--- src/rtl/vector_wb_stage.sv ---
// Vector writeback stage: buffers ALU results in a 2-entry FIFO and drains each one
// into the vector register file a few lanes per cycle, then commits the flags.
module vector_wb_stage #(
  parameter int WIDTH          = 24,
  parameter int VECTOR_WIDTH   = 8,
  parameter int LANES_PER_BEAT = 2,
  parameter int NUM_VREGS      = 8,
  localparam int VW    = $clog2(NUM_VREGS),
  localparam int BEATS = VECTOR_WIDTH / LANES_PER_BEAT,
  localparam int BW    = (BEATS > 1) ? $clog2(BEATS) : 1
) (
  input  logic                                  clk,
  input  logic                                  rst,
  input  logic                                  in_valid,
  output logic                                  in_ready,
  input  logic [VECTOR_WIDTH-1:0][WIDTH-1:0]    in_data,
  input  logic [3:0]                            in_flags,
  input  logic [VW-1:0]                         in_vd,
  input  logic                                  in_we,
  output logic                                  vrf_we,
  output logic [VW-1:0]                         vrf_addr,
  output logic [BW-1:0]                         vrf_beat,
  output logic [LANES_PER_BEAT*WIDTH-1:0]       vrf_wdata,
  output logic [3:0]                            flags_q,
  output logic                                  done,
  output logic                                  busy
);

  typedef struct packed {
    logic [VECTOR_WIDTH-1:0][WIDTH-1:0] data;
    logic [3:0]                         flags;
    logic [VW-1:0]                      vd;
    logic                               we;
  } entry_t;

  typedef enum logic {IDLE, WRITE} state_e;

  entry_t        fifo_q [2];
  entry_t        fifo_d [2];
  logic          rd_ptr_q, rd_ptr_d;
  logic          wr_ptr_q, wr_ptr_d;
  logic [1:0]    count_q, count_d;
  state_e        state_q, state_d;
  logic [BW-1:0] beat_q, beat_d;
  logic [3:0]    flags_d;
  logic          push, pop;
  entry_t        head, next_entry;
  logic [BEATS-1:0][LANES_PER_BEAT*WIDTH-1:0] head_beats;

  assign in_ready   = (count_q != 2'd2);
  assign push       = in_valid && in_ready;
  assign head       = fifo_q[rd_ptr_q];
  assign next_entry = fifo_q[~rd_ptr_q];
  assign busy       = (count_q != 2'd0) || (state_q != IDLE);

  // Regrouping the lane vector into beats keeps lane 0 in the LSBs of beat 0.
  assign head_beats = head.data;

  always_comb begin
    fifo_d   = fifo_q;
    wr_ptr_d = wr_ptr_q;
    rd_ptr_d = rd_ptr_q;
    count_d  = count_q;
    if (push) begin
      fifo_d[wr_ptr_q] = '{data: in_data, flags: in_flags, vd: in_vd, we: in_we};
      wr_ptr_d         = ~wr_ptr_q;
    end
    if (pop) begin
      rd_ptr_d = ~rd_ptr_q;
    end
    case ({push, pop})
      2'b10:   count_d = count_q + 2'd1;
      2'b01:   count_d = count_q - 2'd1;
      default: count_d = count_q;
    endcase
  end

  always_comb begin
    state_d   = state_q;
    beat_d    = beat_q;
    flags_d   = flags_q;
    pop       = 1'b0;
    done      = 1'b0;
    vrf_we    = 1'b0;
    vrf_addr  = '0;
    vrf_beat  = '0;
    vrf_wdata = '0;
    unique case (state_q)
      IDLE: begin
        if (count_q != 2'd0) begin
          if (head.we) begin
            state_d = WRITE;
            beat_d  = '0;
          end else begin
            done    = 1'b1;
            flags_d = head.flags;
            pop     = 1'b1;
          end
        end
      end
      WRITE: begin
        vrf_we    = 1'b1;
        vrf_addr  = head.vd;
        vrf_beat  = beat_q;
        vrf_wdata = head_beats[beat_q];
        if (beat_q != BW'(BEATS - 1)) begin
          beat_d = beat_q + BW'(1);
        end else begin
          done    = 1'b1;
          flags_d = head.flags;
          pop     = 1'b1;
          beat_d  = '0;
          // Only an entry already stored behind the head can continue without a gap.
          if (count_q == 2'd2 && next_entry.we) begin
            state_d = WRITE;
          end else begin
            state_d = IDLE;
          end
        end
      end
      default: state_d = IDLE;
    endcase
  end

  always_ff @(posedge clk) begin
    if (rst) begin
      state_q  <= IDLE;
      beat_q   <= '0;
      flags_q  <= 4'h0;
      count_q  <= 2'd0;
      rd_ptr_q <= 1'b0;
      wr_ptr_q <= 1'b0;
    end else begin
      state_q  <= state_d;
      beat_q   <= beat_d;
      flags_q  <= flags_d;
      count_q  <= count_d;
      rd_ptr_q <= rd_ptr_d;
      wr_ptr_q <= wr_ptr_d;
    end
  end

  always_ff @(posedge clk) begin
    fifo_q <= fifo_d;
  end

endmodule

--- config.mk ---
export PLATFORM = sky130hd
export DESIGN_NAME = vector_wb_stage
export DESIGN_NICKNAME = d
export VERILOG_FILES = /design/src/rtl/vector_wb_stage.sv
export SDC_FILE = /design/constraint.sdc
export NUM_CORES = 1
export LEC_CHECK = 0
export CAP_MARGIN = 25
export CORE_MARGIN = 2
export CORE_UTILIZATION = 48
export DETAILED_ROUTE_END_ITERATION = 6
export GPL_ROUTABILITY_DRIVEN = 1
export PLACE_DENSITY = 0.76
export SYNTH_ARGS = -nofsm -noshare
export SYNTH_HDL_FRONTEND = slang
export SYNTH_SLANG_ARGS = --single-unit
--- constraint.sdc ---
create_clock -name clk -period 6.2 [get_ports clk]
set_clock_uncertainty 0.1 [all_clocks]
set_input_delay 1.24 -clock clk [delete_from_list [all_inputs] [get_ports clk]]
set_output_delay 1.24 -clock clk [all_outputs]
set_load 0.005 [all_outputs]
### Word-level counts from Yosys, hierarchy flattened

Cells that the tools add are included.

* input bits: 203
* bits in registers: 411
* word-level logic and storage cells: 92
* output and inout bits: 61

* multiplexer cells: 33
* add/subtract/negate cells: 3
* magnitude comparators: 5
* bitwise operators: 6
* equality and inequality tests: 9
* reduce and logical (&&, ||, !) cells: 8

Operators by type and width (number)
* 2-to-1 mux 200 bit: 4
* bitwise mux 400 bit: 1
* demux 200 bit (select 1 bit): 1
* binary-select mux 48 bit (select 2 bit): 1
* 2-to-1 mux 48 bit: 2
* 2-to-1 mux 4 bit: 3
* != test 2 bit, second input constant: 6
* 2-to-1 mux 1 bit: 11
* 2-to-1 mux 2 bit: 4
* one-hot mux 2 bit (2 select lines): 2
* one-hot mux 4 bit (2 select lines): 1
* greater-or-equal comparator 2 bit, second input constant: 3
* NOT 1 -> 2 bit: 3
* adder 2 x 1 -> 2 bit, second input constant: 2
* == test 2 bit, second input constant: 2
* one-hot mux 1 bit (2 select lines): 2
* nonzero test 2 bit: 2
* logical AND 1 bit: 3
* < comparator 2 x 3 -> 1 bit, second input constant: 1
* 2-to-1 mux 3 bit: 1
* NOT 1 bit: 3
* AND reduction 3 bit: 1
* == test 2 x 1 -> 1 bit, second input constant: 1
* < comparator 2 x 1 -> 1 bit, second input constant: 1
* other kinds (3): 3

### Longest topological paths before layout

* depth in word-level cells: 9
* depth in mapped cells: 7
* gate-level depth less buffers: 6

### Worst setup path before layout

OpenSTA, ideal clock, no wires.

* path type: input to register
* start point: in in_valid
* end point: reg fifo_q[0] in the netlist's numbering, enable pin
* data arrival time: 5.859 ns
* path buffers: 0
* stages: 1
* path slack: -0.345 ns
* library setup time: 0.586 ns
* required time: 5.514 ns
* cells stage by stage: and3_1

* longest elaborated chain between the ends: 1

Ends and longest elaborated chain
* start, declared: line 14 `input logic in_valid,`
* logical AND 1 bit: line 51 `assign push = in_valid && in_ready;`
* end signal, assigned: line 144 `fifo_q <= fifo_d;`
* end, declared: line 38 `entry_t fifo_q [2];`

Every way passes these cells.
A chain may end at the register's enable or synchronous reset.

### Worst setup path after layout

* start point: reg beat_q[1]
* end point: out vrf_wdata[12]

* longest elaborated chain between the ends: 3

Ends and longest elaborated chain
* start, declared: line 44 `logic [BW-1:0] beat_q, beat_d;`
* start signal, assigned: line 135 `beat_q <= beat_d;`
* binary-select mux 48 bit (select 2 bit): line 105 `vrf_wdata = head_beats[beat_q];`
* 2-to-1 mux 48 bit (implied by the code): line 105
* 2-to-1 mux 48 bit: line 88 `unique case (state_q)`
* end, declared: line 23 `output logic [LANES_PER_BEAT*WIDTH-1:0] vrf_wdata,`

Every way passes these cells. The select of a mux whose other input is x is not followed.

==> results.md <==
- The flow ran to the end, and the final reports show no timing, DRC or antenna violations.
- The first-pass iteration count of the detailed router is 5.
- By count the netlist is led by sky130_fd_sc_hd__edfxtp_1 (400), sky130_fd_sc_hd__mux2i_1 (56), sky130_fd_sc_hd__a211oi_1 (52).
- The worst register-to-register path begins at rd_ptr_q$_SDFFE_PP0N_.
- The number of cells traversed by the worst register-to-register path is 6.
- The share of the Yosys chip area taken by registers is 0.771.
- The remaining routing DRC violations is 0.
- The via count of the first global-routing pass was 8759.
- The root buffer cell chosen for the clock tree is sky130_fd_sc_hd__clkbuf_16.
- Hold repair after CTS inserted 0 buffers.
- TritonCTS built the clock tree.
- VDD sags by at most approximately 0.00026 V.
- In this run the remaining antenna-violating nets after routing total 0.
- The number of endpoints failing setup at the final stage is 0.
- The routability-driven placement congestion ratio is 0.773.
- The half-perimeter wire length after placement is approximately 22 mm.
- The sink of the worst hold path is count_q[1]$_SDFFE_PP0P_.
- The number of max-capacitance violations reported is 0.
- The data required time at the worst endpoint is between 4 and 5 ns.
- The die covers approximately 35000 sq um.
- The post-route setup TNS is 0 ns.
- The fraction of post-synthesis cell area in the top cell type by area is 0.757.
- The final layout contains 1279 nets.
- The routed length per instance is 22.2 um.
- The layout cell share with drive strength beyond 1 is 0.148.
- The class of the most critical setup path is flop to primary output.
- Once the clock tree was built, the setup fixing pass inserted 0 buffers.
- In this run the worst hold path is classified as flop to flop.
- The largest driver fanout on the critical path is 30.
- Dividing the final minimum period by the clock period gives 0.743.
- The first global-routing pass estimated ~50 mm of wire.
- The cell area that synthesis handed to floorplanning was ~16000 sq um.
- In the final layout, flip-flops and latches occupy around 12000 sq um.
- The count of final hold-check violations is 0.
- The most frequent cell after synthesis is sky130_fd_sc_hd__edfxtp_1.
- The vertical die dimension is 186 um.
- The worst setup margin is about 1.6 ns.
- The synthesized instance count is 803.
- The global route total overflow is 0.
- For this run, the number of Yosys warnings is 0.
- The leakage power of the design is 0.00641 uW.
- The filler cells instantiated in the layout total 2315.
- The total via count in the routed design is 8440.
- The total global-route track usage is 0.196.
- The worst path needs roughly 4.6 ns of the cycle, external delays included.
- The reg-to-reg critical path endpoint is count_q[1]$_SDFFE_PP0P_.
- between 200 and 300 I/O pins were placed.
- Setup repair after global routing left no endpoint under its margin.
- The multi-input logic area is ~3300 sq um.
- The number of sinks on the clock net is just over 400.
- The cell type with the highest aggregate area in the netlist is sky130_fd_sc_hd__edfxtp_1.
- The number of nets in the synthesized netlist is a little over 1000.
- The die extent in x is between 150 and 200 um.
- The number of levels in the clock H-tree is 2.
- STA classifies the critical path endpoint as a primary output.
- The layout overhead on the synthesized area is 27.5%.
- The startpoint identified for the worst hold timing path is count_q[1]$_SDFFE_PP0P_.
- The headroom to the max-slew limit is 0.356.
- The flip-flop and latch count after synthesis is a little over 400.
- The later pin in the worst-skew pair is clocked with a latency of around 0.53 ns.
- In this run the core area contains between 60 and 70 standard-cell rows.
- Summed over all layers, the routed wires come to 34.4 mm.
- The buffer depth of the longest clock path is 3.
- The kind of start point of the critical path is a flop.
- The highest attainable clock frequency is approximately 0.22 GHz.
- For this block, the initial DRC count from the detailed router was slightly above 600.
- The core box area is between 30000 and 40000 sq um.
- The worst setup slack after placement is about 2.1 ns.
- The actual transition at the worst max-transition pin is between 0.9 and 1 ns.
- The number of antenna violations at the first check in global routing is 9.
- The average footprint of a synthesized cell is ~20 sq um.
- Data on the critical path arrives at its endpoint at around 3.3 ns.
- In this run, distinct cell masters in the synthesized netlist total 40.
- The most common flop cell mapped by yosys is sky130_fd_sc_hd__edfxtp_1.
- Entering global routing, the biggest net connects around 110 pins.
- Clock-pin slew was measured on the worst setup and hold paths at 0.06 ns.
- The worst hold path was traced through 2 stages.
- The number of input and output port buffers inserted is approximately 260.
- The setup check on the worst reg-to-reg path leaves a slack of roughly 3.1 ns.
- In this run, synthesis inferred 400 flip-flops with an integrated enable.
- The count of instances resized after the clock tree is built is 0.
- The fraction of registers with async set/reset is 0.
- The power density normalized to cell area is 384 nW/um^2.
- The TritonCTS buffer count is 42.
- The initial utilization of the core area, before any placement, comes to 0.488.
- The max-slew violation total from the final report is 0.
- In the post-synthesis netlist, the biggest area contributors are sky130_fd_sc_hd__edfxtp_1 (76%), sky130_fd_sc_hd__mux4_2 (6.8%), sky130_fd_sc_hd__mux2i_1 (3.5%).
- The number of vias per cell after detailed routing is around 5.4.
## critical path: stages, from the launching register on
cell	delay, ns
sky130_fd_sc_hd__dfxtp_2	0.79
sky130_fd_sc_hd__nor2b_4	0.90
sky130_fd_sc_hd__buf_4	0.42
sky130_fd_sc_hd__a211oi_1	0.15
sky130_fd_sc_hd__clkdlybuf4s50_1	0.47
## metal layers
metal | GRT usage | vias up | part of all wire
li1 | - | 3811 | -
met1 | 0.246 | 4266 | 0.40
met2 | 0.327 | 286 | 0.49
met3 | 0.0558 | 73 | 0.073
met4 | 0.0728 | 4 | 0.029
met5 | 0 | - | 0.00076
## registers in the layout, indices dropped and copies added (netlist names)
| signal | cells |
|---|---|
| beat_q | 2 |
| fifo_q | 400 |
| flags_q | 4 |
| count_q | 2 |
| state_q | 1 |
| wr_ptr_q | 1 |
| rd_ptr_q | 1 |
## cell families after synthesis
family                   after synthesis  synth area share
flip-flops                           411             0.771
buffers and inverters                 48            0.0192
AND/OR/NAND/NOR                       70            0.0198
adder cells (fa/ha/maj)                2           0.00158
XOR/XNOR                               2           0.00110
multiplexers                         154             0.140
AO/OA/AOI/OAI                        116            0.0475
## how the worst max path moves through the flow
stage | to | slack (ns) | cells after the start | start
CTS | vrf_wdata[35] | 1.51 | 5 | rd_ptr_q$_SDFFE_PP0N_
detailed placement | vrf_wdata[15] | 2.06 | 5 | rd_ptr_q$_SDFFE_PP0N_
global route | vrf_wdata[12] | 1.35 | 5 | rd_ptr_q$_SDFFE_PP0N_
finish | vrf_wdata[12] | 1.59 | 4 | beat_q[1]$_SDFFE_PP0P_
global placement | vrf_wdata[35] | 2.05 | 5 | rd_ptr_q$_SDFFE_PP0N_
floorplan | fifo_q[200]$_DFFE_PP_ | 0.35 | 2 | in_valid
## per-stage QoR
stage	power [uW]	instance area, sq um	instances	util	hold WS, ns
after floorplan	4830	15900	803	-	0.393
after global placement	5410	18900	1472	0.581	0.427
after CTS	7840	20200	1544	0.621	0.456
after global routing	8100	20200	1547	0.622	0.487
final	7770	20200	1550	0.622	0.449
after detailed placement	5460	18900	1472	0.581	0.446
## report_power, final
group / switching (uW) / internal, uW
registers: 221 / 3510
clock network: 975 / 1410
logic: 793 / 855
## placed cells by master, fill, tap and decap left out, types with 2 or more instances in the layout
cell,count
sky130_fd_sc_hd__edfxtp_1,400
sky130_fd_sc_hd__clkdlybuf4s50_1,263
sky130_fd_sc_hd__mux2i_1,56
sky130_fd_sc_hd__a211oi_1,52
sky130_fd_sc_hd__nor2_1,51
sky130_fd_sc_hd__mux4_2,48
sky130_fd_sc_hd__o21ai_0,47
sky130_fd_sc_hd__clkbuf_16,45
sky130_fd_sc_hd__mux2_2,34
sky130_fd_sc_hd__mux2_1,14
sky130_fd_sc_hd__clkbuf_1,11
sky130_fd_sc_hd__dfxtp_1,7
sky130_fd_sc_hd__buf_4,7
sky130_fd_sc_hd__diode_2,6
sky130_fd_sc_hd__nor2b_1,6
sky130_fd_sc_hd__clkinv_2,6
sky130_fd_sc_hd__o21ai_1,4
sky130_fd_sc_hd__a221oi_1,4
sky130_fd_sc_hd__a21oi_1,4
sky130_fd_sc_hd__clkinv_1,4
sky130_fd_sc_hd__buf_12,4
sky130_fd_sc_hd__and2_1,2
sky130_fd_sc_hd__or3_1,2
sky130_fd_sc_hd__nand2_1,2
sky130_fd_sc_hd__ha_1,2
sky130_fd_sc_hd__dfxtp_4,2
sky130_fd_sc_hd__dfxtp_2,2
sky130_fd_sc_hd__bufinv_16,2
sky130_fd_sc_hd__clkinvlp_4,2
## final cells by class
type | count | share of cell area
flip-flops and latches | 411 | 0.605
diodes | 6 | 0.000742
well taps | 442 | 0.0273
repair buffers | 274 | 0.137
multi-input cells | 344 | 0.165
clock inverters | 15 | 0.00637
inverters | 1 | 0.000556
clock buffers | 57 | 0.0584
No activity file was read; power rests on OpenSTA's default activity.
